--- src/rtl/async_fifo_pkg.sv ---
// Shared definitions for the async FIFO read side.
//   FIFO_WIDTH      : default data word width of the async FIFO.
//   FIFO_RD_LATENCY : cycles from the pop request to its data being captured.
//   word_t          : one FIFO data word at the default width.
package async_fifo_pkg;
  localparam int FIFO_WIDTH      = 4;
  localparam int FIFO_RD_LATENCY = 1;

  typedef logic [FIFO_WIDTH-1:0] word_t;
endpackage

--- src/rtl/async_fifo_rd_adapter_if.sv ---
// Valid/ready stream bundle.
//   valid : producer has a word on data.
//   ready : consumer accepts; a transfer happens on a clock edge where
//           valid & ready are both high. Once valid is raised, it and data
//           stay put until that transfer happens.
//   data  : W-bit payload.
// Modports: master = producer side, slave = consumer side.
interface async_fifo_rd_adapter_if #(
  parameter int W = 4
);
  logic         valid;
  logic         ready;
  logic [W-1:0] data;

  modport master (output valid, output data, input ready);
  modport slave  (input valid, input data, output ready);
endinterface

--- src/rtl/rd_elastic_buf.sv ---
// Circular elastic buffer sitting behind the FIFO pop port.
//   i_clk, i_rst_n : clock, asynchronous active-low reset.
//   i_push         : write i_push_data at the tail this cycle.
//   i_push_data    : word to write.
//   m_out          : stream master; valid = not empty, data = head word.
//   o_occ          : current occupancy, 0..DEPTH.
module rd_elastic_buf
  import async_fifo_pkg::*;
#(
  parameter int W     = FIFO_WIDTH,
  parameter int DEPTH = 2,
  localparam int PTR_W = (DEPTH > 1) ? $clog2(DEPTH) : 1,
  localparam int OCC_W = $clog2(DEPTH) + 1
) (
  input  logic                   i_clk,
  input  logic                   i_rst_n,
  input  logic                   i_push,
  input  logic [W-1:0]           i_push_data,
  async_fifo_rd_adapter_if.master m_out,
  output logic [OCC_W-1:0]       o_occ
);
  logic [W-1:0]     mem_q [DEPTH];
  logic [W-1:0]     mem_d [DEPTH];
  logic [PTR_W-1:0] rd_ptr_q, rd_ptr_d;
  logic [PTR_W-1:0] wr_ptr_q, wr_ptr_d;
  logic [OCC_W-1:0] occ_q, occ_d;
  logic             pop;

  assign pop = (occ_q != '0) && m_out.ready;

  always_comb begin
    mem_d    = mem_q;
    rd_ptr_d = rd_ptr_q;
    wr_ptr_d = wr_ptr_q;
    occ_d    = occ_q;
    if (i_push) begin
      mem_d[wr_ptr_q] = i_push_data;
      // Explicit compare so a non-power-of-2 depth wraps correctly.
      wr_ptr_d = (wr_ptr_q == PTR_W'(DEPTH - 1)) ? '0 : wr_ptr_q + PTR_W'(1);
    end
    if (pop) begin
      rd_ptr_d = (rd_ptr_q == PTR_W'(DEPTH - 1)) ? '0 : rd_ptr_q + PTR_W'(1);
    end
    case ({i_push, pop})
      2'b10:   occ_d = occ_q + OCC_W'(1);
      2'b01:   occ_d = occ_q - OCC_W'(1);
      default: occ_d = occ_q;
    endcase
  end

  always_ff @(posedge i_clk or negedge i_rst_n) begin
    if (!i_rst_n) begin
      for (int i = 0; i < DEPTH; i++) mem_q[i] <= '0;
      rd_ptr_q <= '0;
      wr_ptr_q <= '0;
      occ_q    <= '0;
    end else begin
      mem_q    <= mem_d;
      rd_ptr_q <= rd_ptr_d;
      wr_ptr_q <= wr_ptr_d;
      occ_q    <= occ_d;
    end
  end

  assign m_out.valid = (occ_q != '0);
  assign m_out.data  = mem_q[rd_ptr_q];
  assign o_occ       = occ_q;

  // The issue logic upstream reserves space before popping, so a push into
  // a full buffer without a simultaneous pop never happens.
  a_occ_bound: assert property (@(posedge i_clk) disable iff (!i_rst_n)
    occ_q <= OCC_W'(DEPTH));
  a_no_overflow: assert property (@(posedge i_clk) disable iff (!i_rst_n)
    !(i_push && !pop && (occ_q == OCC_W'(DEPTH))));
endmodule

--- src/rtl/async_fifo_rd_adapter.sv ---
// Read-side consumer for the async FIFO: turns the pop interface into a
// valid/ready stream and counts delivered words.
//   i_clk, i_rst_n : read-domain clock, asynchronous active-low reset.
//   i_en           : allows new pops.
//   i_fifo_empty   : pessimistic empty flag from the FIFO.
//   o_fifo_ren     : registered pop request.
//   i_fifo_rdata   : FIFO data, captured in the cycle o_fifo_ren is high.
//   o_valid, i_ready, o_data : output stream.
//   o_count        : accepted transfers modulo 2^CNT_WIDTH.
module async_fifo_rd_adapter
  import async_fifo_pkg::*;
#(
  parameter int FIFO_WIDTH = async_fifo_pkg::FIFO_WIDTH,
  parameter int BUF_DEPTH  = 2,
  parameter int CNT_WIDTH  = 8
) (
  input  logic                  i_clk,
  input  logic                  i_rst_n,
  input  logic                  i_en,
  input  logic                  i_fifo_empty,
  output logic                  o_fifo_ren,
  input  logic [FIFO_WIDTH-1:0] i_fifo_rdata,
  output logic                  o_valid,
  input  logic                  i_ready,
  output logic [FIFO_WIDTH-1:0] o_data,
  output logic [CNT_WIDTH-1:0]  o_count
);
  localparam int OCC_W = $clog2(BUF_DEPTH) + 1;

  async_fifo_rd_adapter_if #(.W(FIFO_WIDTH)) stream_if ();

  logic                 ren_q, ren_d;
  logic [CNT_WIDTH-1:0] count_q, count_d;
  logic [OCC_W-1:0]     occ;
  logic [OCC_W-1:0]     committed;
  logic                 infl;
  logic                 pop;

  // The word requested by the current o_fifo_ren lands in the buffer at the
  // next edge, so the request itself is the in-flight flag.
  assign infl = ren_q;
  assign pop  = o_valid & i_ready;

  rd_elastic_buf #(
    .W     (FIFO_WIDTH),
    .DEPTH (BUF_DEPTH)
  ) u_buf (
    .i_clk       (i_clk),
    .i_rst_n     (i_rst_n),
    .i_push      (infl),
    .i_push_data (i_fifo_rdata),
    .m_out       (stream_if),
    .o_occ       (occ)
  );

  assign stream_if.ready = i_ready;
  assign o_valid         = stream_if.valid;
  assign o_data          = stream_if.data;

  always_comb begin
    // Words the buffer will hold after this edge; pop implies occ >= 1, so
    // the subtraction never wraps.
    committed = occ + OCC_W'(infl) - OCC_W'(pop);
    ren_d     = i_en & ~i_fifo_empty & (committed < OCC_W'(BUF_DEPTH));
    count_d   = count_q + CNT_WIDTH'(pop);
  end

  always_ff @(posedge i_clk or negedge i_rst_n) begin
    if (!i_rst_n) begin
      ren_q   <= 1'b0;
      count_q <= '0;
    end else begin
      ren_q   <= ren_d;
      count_q <= count_d;
    end
  end

  assign o_fifo_ren = ren_q;
  assign o_count    = count_q;

  a_no_pop_when_empty: assert property (@(posedge i_clk) disable iff (!i_rst_n)
    !(ren_d && i_fifo_empty));
endmodule

--- config.mk ---
export PLATFORM = sky130hd
export DESIGN_NAME = async_fifo_rd_adapter
export DESIGN_NICKNAME = d
export VERILOG_FILES = /design/src/rtl/async_fifo_pkg.sv /design/src/rtl/async_fifo_rd_adapter_if.sv /design/src/rtl/rd_elastic_buf.sv /design/src/rtl/async_fifo_rd_adapter.sv
export SDC_FILE = /design/constraint.sdc
export NUM_CORES = 1
export LEC_CHECK = 0
export BUFFER_PORTS_ARGS = -buffer_cell sky130_fd_sc_hd__buf_2
export CORE_UTILIZATION = 35
export DETAILED_ROUTE_END_ITERATION = 12
export GPL_TIMING_DRIVEN = 0
export MAX_ROUTING_LAYER = met4
export PLACE_DENSITY = 0.64
export REMOVE_ABC_BUFFERS = 1
export SYNTH_ARGS = -nofsm -noshare
export SYNTH_HDL_FRONTEND = slang
export SYNTH_HIERARCHICAL = 1
export SYNTH_SLANG_ARGS = --single-unit
export TNS_END_PERCENT = 20
--- constraint.sdc ---
create_clock -name i_clk -period 3.3 [get_ports i_clk]
set_input_delay 0.99 -clock i_clk [delete_from_list [all_inputs] [get_ports i_clk]]
set_output_delay 0.99 -clock i_clk [all_outputs]
set_load 0.01 [all_outputs]
==> run_results.csv, run 1 <==
group,metric,value,unit
status,status,"complete, no violations",
sta,fmax,444,MHz
critical_path,cp_top_family,"flip-flops",
route,drt_iter0_drc,2,
route,finalWirelength,1440,um
final_layout,finish.net_count,106,
yosys,async_reset_ff_share,100,%
global_routing,grt.overflow.total,0,
worst_hold_path,min_from,"o_count[7]",
yosys,synth_ff_type,"dfrtp_1",
pwr,powerDensity,920,nW/um^2
sta,fin_crit_sh,68.3,%
yosys,post_synth.cell_area_avg,14.0,sq um
yosys,synth_cell_type_count,20,
sta,skew,0.00733,ns
pwr,p_leak,0.000535,uW
sta,slew_headroom,69.2,%
clock_tree,cts_resized,0,
critical_path,critical_path.max_fanout,5,
floorplan,start_util,37.7,%
yosys,yosysWarnings,6,
critical_path,end_kind,"output pin",
critical_path,crit_chain,"mux2_2, buf_2",
critical_path,r2r_cells,5,
final_layout,area_growth,18.3,%
clock_tree,clock-sinks,21,
final_layout,final_layout_size_suffix_gt1_share,52.1,%
route,drc,0,
clock_tree,clk_latency,0.29,ns
clock_tree,cts_tree,"built",
floorplan,fp-row-count,18,
place,place_area,1100,sq um
global_routing,antenna_found_initial,0,
critical_path,critPathKind,"reg -> out",
final_layout,nFillCells,251,
sta,rsz0062_at_grt,"false",
final_layout,antenna_cells,0,
floorplan,die_area,2930,sq um
yosys,yosys_register_bits,21,
critical_path,r2r_setup_slack,1.69,ns
route,ant_nets,0,
route,dr.pass1.iters,2,
sta,hold_viol_final,0,
floorplan,core_area,2520,sq um
sta,worst_pin_slew,0.461,ns
route,vias,588,
critical_path,critPathBufInv,1,
route,wire_per_inst,11.6,um
critical_path,arrival,1.26,ns
sta,slew_viol_final,0,
final_layout,final_cell_mix,"buf_2 (22), dfrtp_1 (21), mux2_2 (12), xor2_1 (8), xnor2_1 (5)",
critical_path,r2r-end,"u_buf/o_occ[1]",
critical_path,cp-start-kind,"register",
floorplan,die_w,54.2,um
floorplan,io_pins,23,
floorplan,die_h,54.2,um
job,maxCapViolCount,0,
critical_path,r2r-start,"u_buf/o_occ[0]",
clock_tree,root_buffer,"clkbuf_4",
yosys,synth_area,952,sq um
pwr,ir_worst_vdd,0.485,mV
place,place_hpwl,1100,um
final_layout,final_area,1130,sq um
clock_tree,htreeDepth,1,
sta,tns,0,ns
worst_hold_path,whs_path_depth,1,
yosys,synth-seq-area-share,55.2,%
final_layout,final_common_cell,"buf_2",
clock_tree,cts.path.max_buffers,2,
place,gp_congestion,0.714,
critical_path,crit_required,2.31,ns
sta,min_period,2.25,ns
route,routed_via_density,4.74,
global_routing,first_global_vias,570,
clock_tree,cts_inserted_buffers,3,
global_routing,grt_max_degree,22,
worst_hold_path,hold_class,"reg -> reg",
global_routing,grt_pass1_wl,2590,um
clock_tree,clk_pin_slew,0.11,ns
global_routing,grt_usage,13.3,%
yosys,syn_inst,68,
critical_path,cpPeakStageDelay,0.48,ns
clock_tree,postCtsHoldBufs,0,
place,numPortBuffers,22,
yosys,synth_edf_count,0,
worst_hold_path,holdPathEnd,"o_count[7]",
critical_path,cpMaxStageDelayCell,"dfrtp_1",
clock_tree,post_cts_buffers,0,
sta,setup_viol,0,
-- stage by stage --
stage                     worst slack, ns  utilization (%)  power [uW]  cells  hold slack (ns)
final                                1.05             44.6        1040    124            0.470
after global routing                0.982             44.6        1120    124            0.487
after CTS                            1.02             44.6        1050    124            0.475
after floorplan                      1.53                -         790     68            0.474
after detailed placement             1.35             43.6         934    120            0.459
after global placement               1.34             43.6         918    120            0.454
-- worst max path at each step --
stage | start | slack [ns] | end | cells after the start
5_1_grt | u_buf/rd_ptr_q | 0.98 | o_data[1] | 2
3_3_place_gp | i_ready | 1.34 | u_buf/o_occ[1] | 5
3_5_place_dp | i_ready | 1.35 | u_buf/o_occ[1] | 5
6_report | u_buf/rd_ptr_q | 1.05 | o_data[1] | 2
2_1_floorplan | u_buf/rd_ptr_q | 1.53 | o_data[0] | 1
4_1_cts | u_buf/rd_ptr_q | 1.02 | o_data[2] | 2
-- cells in the mapped netlist, types with 2 or more instances --
cell type	count	area, sq um
dfrtp_1	21	526
mux2_2	12	135
xor2_1	8	70.1
xnor2_1	5	43.8
nand2_1	3	11.3
and2_4	2	17.5
ha_1	2	25.0
nand3_1	2	10.0
nor2_2	2	12.5
-- flip-flops by register name, indices dropped and copies added, names as in the netlist --
| name | flops |
|---|---|
| o_count | 8 |
| o_fifo_ren | 1 |
| u_buf/mem_q | 8 |
| u_buf/o_occ | 2 |
| u_buf/rd_ptr_q | 1 |
| u_buf/wr_ptr_q | 1 |
-- area by class of cell --
| type | instances | area [sq um] | area share [%] |
|---|---|---|---|
| tap | 30 | 37.5 | 3.33 |
| clock buffer | 4 | 26.3 | 2.33 |
| sequential | 21 | 526 | 46.7 |
| timing repair buffer | 22 | 110 | 9.78 |
| multi-input combinational | 46 | 423 | 37.6 |
| inverter | 1 | 3.75 | 0.333 |
-- per-layer routing --
metal	track usage (%)	share of wire (%)	vias up	wire length, um
met5	-	0	-	0
met2	18.5	49	10	699
li1	-	-	284	-
met3	2.54	4.5	2	65
met4	8.97	1.8	0	26
met1	17.3	45	292	649
-- kinds of logic after synthesis --
family                     count (synthesis)  share of synthesized area, %
AOI/OAI and AO/OA                          1                          1.31
xor gates and xnor gates                  13                          12.0
adders and majority gates                  2                          2.63
buffers and inverters                      1                         0.394
DFF                                       21                          55.2
muxes                                     12                          14.2
and+or+nand+nor                           18                          14.3
-- where the power goes --
group	total, uW	internal [uW]	switching (uW)
logic	426	241	184
clock network	116	46.9	68.7
registers	495	377	118
total	1040	665	371
Note: power is estimated with default switching activity, not from simulation.
==> run 2: changes to the inputs <==
- ABC_AREA: unset -> 1
- PLACE_DENSITY: 0.64 -> 0.66
- clock period: 3.3 -> 2 ns (I/O delays scaled with it)
==> run 2 against run 1 <==
Synthesized area increased by 4.5%. Clock power increased by 67%. Via count rose by 36%. Power is 62% higher. Sequential power rose by 56%. First-iteration DRC count rose to 5.5 times the previous value. Flip-flop and latch count did not move. Utilization is essentially flat. Sequential share of layout area fell by 1.3 points. Global-route usage is 0.45 points higher. Synthesized cell count rose by 75%. Routed wire length rose by 25%. Largest cell class unchanged.
==> run_results.csv, run 2 <==
group,metric,value,unit
pwr,powerDensity,1450,nW/um^2
pwr,p_seq_share,46.0,%
pwr,p_int,984,uW
floorplan,die_w,55.3,um
final_layout,regArea,526,sq um
clock_tree,clk_pin_slew,0.11,ns
critical_path,critPathKind,"reg -> out",
yosys,synth_edf_count,0,
final_layout,nFillCells,246,
sta,fin_crit_sh,89.7,%
critical_path,crit_required,1.40,ns
route,vias,800,
floorplan,start_util,38.4,%
route,dr.pass1.iters,4,
global_routing,grt_usage,13.8,%
status,status,"complete, no violations",
yosys,yosys.area_share.simple,27.2,%
clock_tree,root_buffer,"clkbuf_4",
final_layout,final_cell_mix,"nand2_1 (49), buf_2 (22), dfrtp_1 (21), inv_1 (15), nor2_1 (7)",
sta,min_period,1.79,ns
final_layout,final_layout_size_suffix_gt1_share,22.9,%
floorplan,die_h,55.3,um
final_layout,area_growth,16.4,%
floorplan,core_area,2590,sq um
yosys,syn_inst,119,
yosys,synthMuxAreaShare,0,%
pwr,swShare,41.5,%
yosys,synth_most_common_cell,"nand2_1",
place,gp_congestion,0.801,
global_routing,use_met3,2.34,%
clock_tree,post_cts_buffers,0,
sta,slew_viol_final,0,
yosys,yosysWarnings,6,
sta,rsz0062_at_grt,"false",
yosys,netlist_top_cells_count,"nand2_1 (49), dfrtp_1 (21), inv_1 (15)",
yosys,synth_compound_area_share,5.53,%
clock_tree,clock-sinks,21,
yosys,synth_fa_ha_area_share,2.52,%
sta,hold_viol_final,0,
yosys,synth-seq-area-share,52.8,%
yosys,synthTopCellsByArea,"dfrtp_1 (53%), nand2_1 (18%), inv_1 (5.7%), o21ai_2 (3.5%), nor2_1 (2.6%)",
place,numPortBuffers,22,
pwr,power_frac_clock,11.5,%
sta,timing.final.ws_setup,0.206,ns
global_routing,first_global_vias,764,
yosys,async_reset_ff_share,100,%
critical_path,cp-start-kind,"register",
global_routing,antenna_found_initial,0,
critical_path,r2r_cells,10,
final_layout,final_common_cell,"nand2_1",
floorplan,fp-row-count,18,
place,place_area,1130,sq um
clock_tree,htreeDepth,1,
job,maxCapViolCount,0,
final_layout,finish.net_count,156,
clock_tree,cts.path.max_buffers,2,
clock_tree,cts_tree,"built",
yosys,post_synth.cell_area_avg,8.36,sq um
place,pre_cts_slack,0.316,ns
route,drt_iter0_drc,11,
floorplan,die_area,3060,sq um
critical_path,critical_path.max_fanout,6,
global_routing,grt.overflow.total,0,
yosys,synth_cell_type_count,17,
critical_path,end_kind,"output pin",
place,place_hpwl,1430,um
final_layout,stdcell_count,174,
global_routing,use_met2,22.4,%
yosys,yosys.area.top_type,"dfrtp_1",
route,finalWirelength,1800,um
global_routing,grt_pass1_wl,3250,um
clock_tree,postCtsHoldBufs,0,
floorplan,io_pins,23,
final_layout,fin_util,44.7,%
global_routing,top_usage_layer,"met2",
final_layout,multi_input_area,394,sq um
critical_path,arrival,1.19,ns
pwr,p_leak,0.000669,uW
clock_tree,cts_inserted_buffers,3,
clock_tree,clk_latency,0.29,ns
yosys,synth_xor_xnor_area_share,4.40,%
route,routed_via_density,4.60,
pwr,combPwrFrac,42.5,%
final_layout,antenna_cells,0,
worst_hold_path,hold_class,"in -> async",
global_routing,grt_max_degree,22,
route,drc,0,
route,wire_per_inst,10.4,um
place,dp_cells,170,
sta,fmax,558,MHz
yosys,yosys_register_bits,21,
yosys,synth_top_family_by_area,"simple AND/OR/NAND/NOR gates",
final_layout,final_area,1160,sq um
sta,skew,0.00110,ns
global_routing,gr-usage-met1,16.7,%
route,ant_nets,0,
yosys,synth_top_area_share,52.8,%
yosys,synth_ff_type,"dfrtp_1",
yosys,synth_area,995,sq um
pwr,ir_worst_vdd,0.649,mV
sta,setup_viol,0,
sta,slew_headroom,58.3,%
pwr,power_switching,698,uW
sta,tns,0,ns
sta,worst_pin_slew,0.625,ns
clock_tree,cts_resized,0,
run 2: worst paths after layout:
| check | slack, ns | to | start |
|---|---|---|---|
| max in group asynchronous | 1.45 | o_count[3] | i_rst_n |
| max reg2reg | 0.38 | o_count[6] | u_buf/o_occ[0] |
| min reg2reg | 0.50 | o_count[6] | o_count[6] |
| min | 0.24 | u_buf/mem_q[1] | i_rst_n |
| max | 0.21 | o_data[2] | u_buf/rd_ptr_q |
| min in group i_clk | 0.50 | o_count[6] | o_count[6] |
run 2: cell type report:
cell class / count / area share, %
multi-input combinational: 80 / 34.1
sequential: 21 / 45.4
tap: 30 / 3.24
inverter: 17 / 5.51
clock buffer: 4 / 2.27
timing repair buffer: 22 / 9.51
run 2: metrics by stage:
| stage | power, uW | hold slack [ns] |
|---|---|---|
| 2_1_floorplan | 1240 | 0.304 |
| 3_3_place_gp | 1460 | 0.465 |
| 3_5_place_dp | 1510 | 0.472 |
| 4_1_cts | 1710 | 0.246 |
| 5_1_grt | 1860 | 0.244 |
| 6_report | 1680 | 0.239 |
run 2: metal layers:
| layer | share of wire (%) | wire length, um | up-vias |
|---|---|---|---|
| li1 | - | - | 414 |
| met4 | 1.1 | 20 | 0 |
| met2 | 53 | 951 | 9 |
| met1 | 44 | 796 | 375 |
| met3 | 1.8 | 33 | 2 |
| met5 | 0 | 0 | - |
run 2: power groups by stage:
stage	combinational, uW	clock (uW)	sequential (uW)
after floorplan	462	0	778
after global placement	689	0	767
after detailed placement	727	0	783
after CTS	728	206	774
after global routing	822	231	808
final	714	194	774
run 2: critical path, stage by stage, from the launching register on:
cell and delay [ns]:
dfrtp_1 0.47, inv_1 0.19, nand2_1 0.07, nand2_1 0.06, buf_2 0.12
run 2: cell families (layout without fill, tap and decap cells):
group,Yosys count,after routing
AO/OA/AOI/OAI,8,8
XOR/XNOR,5,5
adder cells (fa/ha/maj),2,2
buffers and inverters,18,43
flip-flops,21,21
AND/OR/NAND/NOR,65,65
==> run 3: changes to the inputs <==
- REMOVE_ABC_BUFFERS: 1 -> unset
- SKIP_LAST_GASP: unset -> 1
==> run 3 against run 2 <==
Non-clock buffer count grew 1. Count of clock-buffer cells in the layout is the same. Utilization grew 0.43 points. Power shrank 0.17%. First-iteration DRC count grew 27%. Sequential share of layout area shrank 0.44 points. Largest power group unchanged. Highest routed layer unchanged.
==> run_results.csv, run 3 (synthesis gave the netlist of run 2 again) <==
group,metric,value,unit
place,numPortBuffers,22,
pwr,power.total,1680,uW
critical_path,crit_chain,"inv_1, nand2_1, nand2_1, buf_2",
route,wire_per_inst,9.75,um
route,drt_iter0_drc,14,
final_layout,stdcell_count,175,
sta,worst_pin_slew,0.463,ns
floorplan,io_pins,23,
place,dp_cells,171,
floorplan,die_w,55.3,um
clock_tree,clk_pin_slew,0.12,ns
critical_path,cpPeakStageDelay,0.46,ns
worst_hold_path,hold_class,"in -> async",
final_layout,area_growth,17.5,%
sta,fin_crit_sh,88.9,%
clock_tree,cts_resized,0,
final_layout,final_layout_size_suffix_gt1_share,23.4,%
floorplan,core_area,2590,sq um
clock_tree,post_cts_buffers,0,
route,vias,776,
final_layout,finish.net_count,157,
sta,skew,0.00987,ns
place,place_hpwl,1290,um
yosys,synth_fp_nets,130,
clock_tree,cts_tree,"built",
sta,tns,0,ns
status,status,"complete, no violations",
place,gp_congestion,0.740,
clock_tree,htreeDepth,1,
pwr,powerDensity,1440,nW/um^2
clock_tree,postCtsHoldBufs,0,
critical_path,critical_path.max_fanout,6,
global_routing,grt.overflow.total,0,
sta,timing.final.ws_setup,0.221,ns
sta,rsz0062_at_grt,"false",
clock_tree,clock-sinks,21,
clock_tree,clk_latency,0.30,ns
sta,slew_viol_final,0,
final_layout,final_common_cell,"nand2_1",
route,ant_nets,0,
critical_path,crit_top_cell,"nand2_1",
final_layout,multi_input_area,394,sq um
pwr,p_leak,0.000675,uW
sta,slew_headroom,69.1,%
critical_path,critPathKind,"reg -> out",
route,dr.pass1.iters,4,
final_layout,nFillCells,261,
sta,hold_viol_final,0,
clock_tree,root_buffer,"clkbuf_4",
clock_tree,cts_inserted_buffers,3,
final_layout,fin_util,45.1,%
critical_path,cpMaxStageDelayCell,"dfrtp_1",
sta,fmax,562,MHz
global_routing,first_global_vias,742,
floorplan,start_util,38.4,%
floorplan,die_h,55.3,um
final_layout,final_cell_mix,"nand2_1 (49), buf_2 (22), dfrtp_1 (21), inv_1 (15), nor2_1 (7)",
critical_path,cp_top_family,"flip-flops",
critical_path,critPathBufInv,2,
sta,setup_viol,0,
place,pre_cts_slack,0.314,ns
route,drc,0,
route,finalWirelength,1710,um
final_layout,antenna_cells,0,
pwr,ir_worst_vdd,0.675,mV
critical_path,arrival,1.18,ns
critical_path,crit_required,1.40,ns
global_routing,antenna_found_initial,0,
global_routing,grt_usage,12.4,%
floorplan,die_area,3060,sq um
global_routing,grt_max_degree,22,
floorplan,fp-row-count,18,
final_layout,regArea,526,sq um
route,routed_via_density,4.43,
critical_path,cp-start-kind,"register",
clock_tree,cts.path.max_buffers,2,
critical_path,end_kind,"output pin",
job,maxCapViolCount,0,
sta,min_period,1.78,ns
global_routing,grt_pass1_wl,2980,um
==> run 3: cell types whose count changed in the layout (fill, tap and decap cells not counted) <==
cell   before  now
buf_6       0    1
==> run 3: path summary, 6_finish.rpt <==
path	start	endpoint	slack (ns)	cells past startpoint
worst max-delay path	u_buf/rd_ptr_q	o_data[1]	0.22	4
worst min-delay path	i_rst_n	o_fifo_ren	0.24	1
worst max register to register	u_buf/o_occ[0]	o_count[6]	0.37	10
worst min register to register	u_buf/mem_q[3]	u_buf/mem_q[3]	0.50	2
max in group asynchronous	i_rst_n	u_buf/mem_q[5]	1.44	1
min in group i_clk	u_buf/mem_q[3]	u_buf/mem_q[3]	0.50	2
==> run 3: power breakdown <==
group          switching [uW]  leakage, uW  internal, uW  total (uW)
Clock                     119    0.0000150          77.5         197
Sequential                156     0.000259           612         768
Combinational             412     0.000401           303         714
Total                     687     0.000675           992        1680
==> run 3: through the flow <==
stage	area [sq um]	hold WS [ns]
after floorplan	995	0.304
after global placement	1140	0.463
after detailed placement	1140	0.470
after CTS	1170	0.248
after global routing	1170	0.257
final	1170	0.238
==> run 3: routing by layer <==
metal | vias up | track usage [%] | share of wire (%)
met2 | 10 | 19.8 | 46
met4 | 0 | 5.36 | 0.76
met5 | - | - | 0
met1 | 353 | 15.3 | 49
li1 | 411 | - | -
met3 | 2 | 2.58 | 3.9
==> run 3: area by class of cell <==
class,count,share of cell area (%)
sequential,21,45.0
multi-input combinational,80,33.7
timing repair buffer,22,9.42
inverter,17,5.46
tap,30,3.21
clock buffer,4,2.25
buffer,1,0.964
